===== src/rtl/uart_rx_buf.sv =====
// Receive buffer behind uart_sat: captures each ready byte into a FWFT FIFO,
// drives a hysteretic RTS stop request and counts bytes dropped on overflow.
module uart_rx_buf #(
    parameter int DEPTH        = 16,
    parameter int RTS_HI       = 12,
    parameter int RTS_LO       = 4,
    parameter bit DROP_ON_FULL = 1'b1
) (
    input  logic                       clk,
    input  logic                       rst,
    input  logic [7:0]                 rx_data,
    input  logic                       rx_rdy,
    output logic                       clr_rdy,
    output logic [7:0]                 m_data,
    output logic                       m_valid,
    input  logic                       m_ready,
    output logic [$clog2(DEPTH+1)-1:0] count,
    output logic                       rts_stop,
    output logic [7:0]                 drop_cnt,
    input  logic                       clr_stat
);
    localparam int AW = $clog2(DEPTH);
    localparam int CW = $clog2(DEPTH + 1);
    localparam logic [CW-1:0] FULL_LVL = CW'(DEPTH);
    localparam logic [CW-1:0] HI_LVL   = CW'(RTS_HI);
    localparam logic [CW-1:0] LO_LVL   = CW'(RTS_LO);

    typedef enum logic {IDLE, WAIT_CLR} state_t;
    state_t state_q, state_d;

    logic [7:0]    mem_q [DEPTH];
    logic [AW-1:0] wr_ptr_q, wr_ptr_d;
    logic [AW-1:0] rd_ptr_q, rd_ptr_d;
    logic [CW-1:0] count_q, count_d;
    logic          clr_rdy_q, clr_rdy_d;
    logic          rts_q, rts_d;
    logic [7:0]    drop_q, drop_d;
    logic          full, wr_en, pop, drop;

    // Full is judged on the registered level only; a same-cycle pop never
    // makes room for a write.
    assign full    = (count_q == FULL_LVL);
    assign m_valid = (count_q != '0);
    assign pop     = m_valid & m_ready;

    always_comb begin
        state_d   = state_q;
        clr_rdy_d = 1'b0;
        wr_en     = 1'b0;
        drop      = 1'b0;
        case (state_q)
            IDLE: begin
                if (rx_rdy) begin
                    if (!full) begin
                        wr_en     = 1'b1;
                        clr_rdy_d = 1'b1;
                        state_d   = WAIT_CLR;
                    end else if (DROP_ON_FULL) begin
                        drop      = 1'b1;
                        clr_rdy_d = 1'b1;
                        state_d   = WAIT_CLR;
                    end
                end
            end
            // Wait for uart_sat to lower rx_rdy so a byte is never taken twice.
            WAIT_CLR: begin
                if (!rx_rdy) state_d = IDLE;
            end
        endcase
    end

    always_comb begin
        wr_ptr_d = wr_en ? wr_ptr_q + AW'(1) : wr_ptr_q;
        rd_ptr_d = pop ? rd_ptr_q + AW'(1) : rd_ptr_q;
        case ({wr_en, pop})
            2'b10:   count_d = count_q + CW'(1);
            2'b01:   count_d = count_q - CW'(1);
            default: count_d = count_q;
        endcase

        rts_d = rts_q;
        if (count_d >= HI_LVL)      rts_d = 1'b1;
        else if (count_d <= LO_LVL) rts_d = 1'b0;

        drop_d = drop_q;
        if (clr_stat)                     drop_d = 8'd0;
        else if (drop && drop_q != 8'hFF) drop_d = drop_q + 8'd1;
    end

    always_ff @(posedge clk) begin
        if (rst) begin
            state_q   <= IDLE;
            wr_ptr_q  <= '0;
            rd_ptr_q  <= '0;
            count_q   <= '0;
            clr_rdy_q <= 1'b0;
            rts_q     <= 1'b0;
            drop_q    <= 8'd0;
        end else begin
            state_q   <= state_d;
            wr_ptr_q  <= wr_ptr_d;
            rd_ptr_q  <= rd_ptr_d;
            count_q   <= count_d;
            clr_rdy_q <= clr_rdy_d;
            rts_q     <= rts_d;
            drop_q    <= drop_d;
        end
    end

    always_ff @(posedge clk) begin
        if (wr_en) mem_q[wr_ptr_q] <= rx_data;
    end

    assign m_data   = mem_q[rd_ptr_q];
    assign count    = count_q;
    assign clr_rdy  = clr_rdy_q;
    assign rts_stop = rts_q;
    assign drop_cnt = drop_q;

endmodule

===== config.mk =====
export PLATFORM = sky130hd
export DESIGN_NAME = uart_rx_buf
export DESIGN_NICKNAME = d
export VERILOG_FILES = /design/src/rtl/uart_rx_buf.sv
export SDC_FILE = /design/constraint.sdc
export NUM_CORES = 1
export LEC_CHECK = 0
export CAP_MARGIN = 20
export CORE_MARGIN = 2
export CORE_UTILIZATION = 40
export CTS_BUF_LIST = sky130_fd_sc_hd__clkbuf_4 sky130_fd_sc_hd__clkbuf_8
export DETAILED_ROUTE_END_ITERATION = 16
export SKIP_CTS_REPAIR_TIMING = 1
export SYNTH_ARGS = -nofsm -noshare
export SYNTH_HDL_FRONTEND = slang
export SYNTH_SLANG_ARGS = --single-unit

===== constraint.sdc =====
create_clock -name clk -period 5.5 [get_ports clk]
set_input_delay 1.1 -clock clk [delete_from_list [all_inputs] [get_ports clk]]
set_output_delay 1.1 -clock clk [all_outputs]
set_load 0.005 [all_outputs]

==> metrics.md <==
| Metric | Value |
|---|---|
| Placeable core region | 0.01526 sq mm |
| Kind of launch point of the worst setup path | flop |
| Clock Power Share | 26.8% |
| Routability congestion estimate from global placement | ~0.84 |
| CTS H-tree lvls | 4 |
| Cells after synthesis | 351 |
| Clock tree buffer depth | 2 |
| GR Util All Layers | between 10% and 20% |
| Max Clock Skew | around 0.016 ns |
| TritonCTS buffer count | 17 |
| Required time of the critical path | ~4.4 ns |
| Number of warnings reported in the yosys synthesis log | 0 |
| Nature of the critical path endpoint | output port |
| Post-Syn Area | approximately 0.0063 sq mm |
| Class of the most critical hold timing path | flop to flop |
| Total Negative Setup Slacks | 0 ns |
| Number of sinks driven by the clock tree | around 160 |
| DRC viols | 0 |
| Number of storage elements in the synthesis netlist | roughly 160 |
| Placed standard-cell area | 0.006844 sq mm |
| Number of routed nets with antenna violations | 0 |
| Cell Pwr Density | 383.5 mW/mm^2 |
| Clock transition at the registers of the reported paths | approximately 0.080 ns |
| Max Clock Freq | about 0.25 GHz |
| Share of layout cells above drive strength 1 | between 20% and 30% |
| Final period utilization | about 73% |
| Final-layout fill cell count | roughly 1,300 |
| Clock tree from TritonCTS | done |
| Part of the Yosys area used for sequential elements | between 70% and 80% |
| Number of antenna violations at the first check in global routing | 0 |
| Total of endpoints with negative setup slack in the final report | 0 |
| Actual slew at the worst max-slew pin | around 0.88 ns |
| Clk Latency, worst-skew pair | 0.45 ns |
| Unrepaired setup endpoints after global routing | false |
| Critical setup path kind | flop to output port |
| Die Span X | roughly 130 microns |
| Routed length per instance | 18.95 microns |
| WP data arrival | 2.91 ns |
| Aggregate global routing overflow | 0 |
| Die span in y | 129.3 microns |
| Number of core rows | 45 |
| Max-slew violation count | 0 |
| Via count of the first global-routing pass | 3,302 |
| Distinct cell type count of the synthesized netlist | 40 |
| Combinational share of power | a little under a quarter |
| Post-synthesis area per instance | between 15 and 20 sq um |
| Effective utilization at floorplan | 41.16% |
| Final Instance Count excl. Fillers | roughly 620 |
| Total instance count after detailed placement | around 600 |
| Nets@finish | between 400 and 500 |
| Share of async-settable or async-resettable flops after synthesis | 0% |
| # diodes | 0 |
| Internal power | 1.992 mW |
| Layout area overhead | 14.35% |
| Number of I/O port buffers | 36 |
| Number of hold violations in the final report | 0 |
| Leakage | roughly 2.2 nW |
| Post-Synthesis Net Count | between 300 and 400 |
| Sequential power share | between 50% and 60% |
| Worst IR Drop VDD | 0.2483 mV |
| Total via count in the routed design | 3,106 |
| Headroom to the max-slew limit | approximately two fifths |
| Drt first pass iters | 4 |
| Switch Pwr | around 0.76 mW |
| Clock root buffer master | sky130_fd_sc_hd__clkbuf_8 |
| HPWL reported at the end of detailed placement | 7581 microns |
| Drt initial violations | 372 |
| Count of boundary I/O pins | 37 |
| Run status | finished clean |
| Die footprint | between 0.015 and 0.02 sq mm |
| Pin count of the biggest net entering global routing | 33 |
| Number of flops mapped to enable cells by yosys | around 130 |
| First-pass GRT wire length | 18,680 microns |
| Primary flip-flop cell chosen by synthesis mapping | sky130_fd_sc_hd__edfxtp_1 |
| Finished layout cell area | roughly 0.0072 sq mm |
| Max Cap Violations | 0 |
| Routed via count divided by cell count | about 5.0 |
| Worst-path fanout max | 32 |
| Detailed-route wire length | ~12,000 microns |
| Sw Share | 27.66% |
| Minimum clock period after layout | 4.007 ns |
[layout make-up]
type | count | area [sq um] | area share, %
flip-flops and latches | 156 | 4405 | 61.35
multi-input cells | 170 | 1747 | 24.32
repair buffers | 42 | 405.4 | 5.646
clock buffers | 21 | 264.0 | 3.677
well taps | 211 | 264.0 | 3.677
clock inverters | 11 | 72.57 | 1.011
inverters | 6 | 22.52 | 0.3136
[power by group through the flow]
stage / logic (mW) / clock network (mW) / registers, mW
global route: 0.696 / 0.807 / 1.39
finish: 0.634 / 0.739 / 1.38
CTS: 0.643 / 0.763 / 1.38
floorplan: 0.465 / 0 / 1.38
global placement: 0.631 / 0 / 1.41
detailed placement: 0.639 / 0 / 1.41
[through the flow]
stage	worst slack (ns)	power, mW	hold slack, ns	util (%)
6_report	1.493	2.754	0.5524	47.06
2_1_floorplan	2.292	1.843	0.4847	-
5_1_grt	1.299	2.893	0.5863	47.06
4_1_cts	1.405	2.788	0.5544	47.06
3_5_place_dp	1.493	2.047	0.5230	44.85
3_3_place_gp	1.617	2.038	0.5095	44.85
[routing by layer]
layer / vias up / global-route usage, % / routed length [microns]
li1: 1453 / - / -
met5: - / 0 / 0
met3: 11 / 4.500 / 442
met1: 1574 / 20.14 / 5378
met2: 68 / 24.89 / 5755
met4: 0 / 4.220 / 115
[path summary, 6_finish.rpt]
check	slack [ns]	to	startpoint	cells after the start
max	1.49	m_data[3]	flop	4
min	0.55	rts_stop	rts_stop	2
max reg2reg	2.34	rts_stop	count[1]	10
min reg2reg	0.55	rts_stop	rts_stop	2
[cell usage after synthesis (all sizes together), types with 2 or more instances]
library cell  instances  area [sq um]
nor2b                 5         31.28
nand2b                4         25.02
or2                   2         12.51
clkbuf                6         22.52
or3                   2         12.51
nor2                 40         150.1
nand4                 3         18.77
nand3                 5         25.02
edfxtp              128          3844
nand2                 8         30.03
mux4                 40         900.9
a21oi                 6         33.78
inv                   6         22.52
o21ai                 2         10.01
buf                  13         83.82
xor2                  7         61.31
nor3                  8         45.04
dfxtp                28         560.5
xnor2                 9         78.83
nor4                  3         33.78
ha                    9         112.6
mux2i                 5         50.05
[cells in the final DEF (no fill, tap or decap), drive strengths merged, types with 3 or more instances in the layout]
cell	Yosys	layout
nor4	3	3
buf	13	6
clkinv	0	8
nand3	5	5
clkbuf	6	21
nand2	8	8
xnor2	9	9
inv	6	7
mux4	40	40
ha	9	9
nand4	3	3
edfxtp	128	128
mux2i	5	5
xor2	7	7
dfxtp	28	28
clkdlybuf4s50	0	36
nand2b	4	4
a21oi	6	6
nor2	40	40
nor3	8	8
nor2b	5	5
[state kept, by name (all words and copies together) (netlist names), named ones only]
register,cells
mem_q,128
wr_ptr_q,4
drop_cnt,8
rd_ptr_q,4
state_q,1
rts_stop,1
count,5
clr_rdy,1
[kinds of logic (layout without fill, tap and decap cells)]
logic type,Yosys count,after routing,synth area share [%]
AND/OR/NAND/NOR,83,83,6.495
adder cells (fa/ha/maj),9,9,1.793
AO/OA/AOI/OAI,17,17,2.152
buffers and inverters,25,80,2.052
flip-flops,156,156,70.13
multiplexers,45,45,15.14
XOR/XNOR,16,16,2.232
[worst max-delay path, stage by stage, from the launching register on]
cell and delay, ns:
sky130_fd_sc_hd__dfxtp_2 0.32, sky130_fd_sc_hd__buf_4 0.53, sky130_fd_sc_hd__mux4_2 0.63, sky130_fd_sc_hd__mux4_2 0.48, sky130_fd_sc_hd__clkdlybuf4s50_1 0.49
Note: power is estimated with default switching activity, not from simulation.
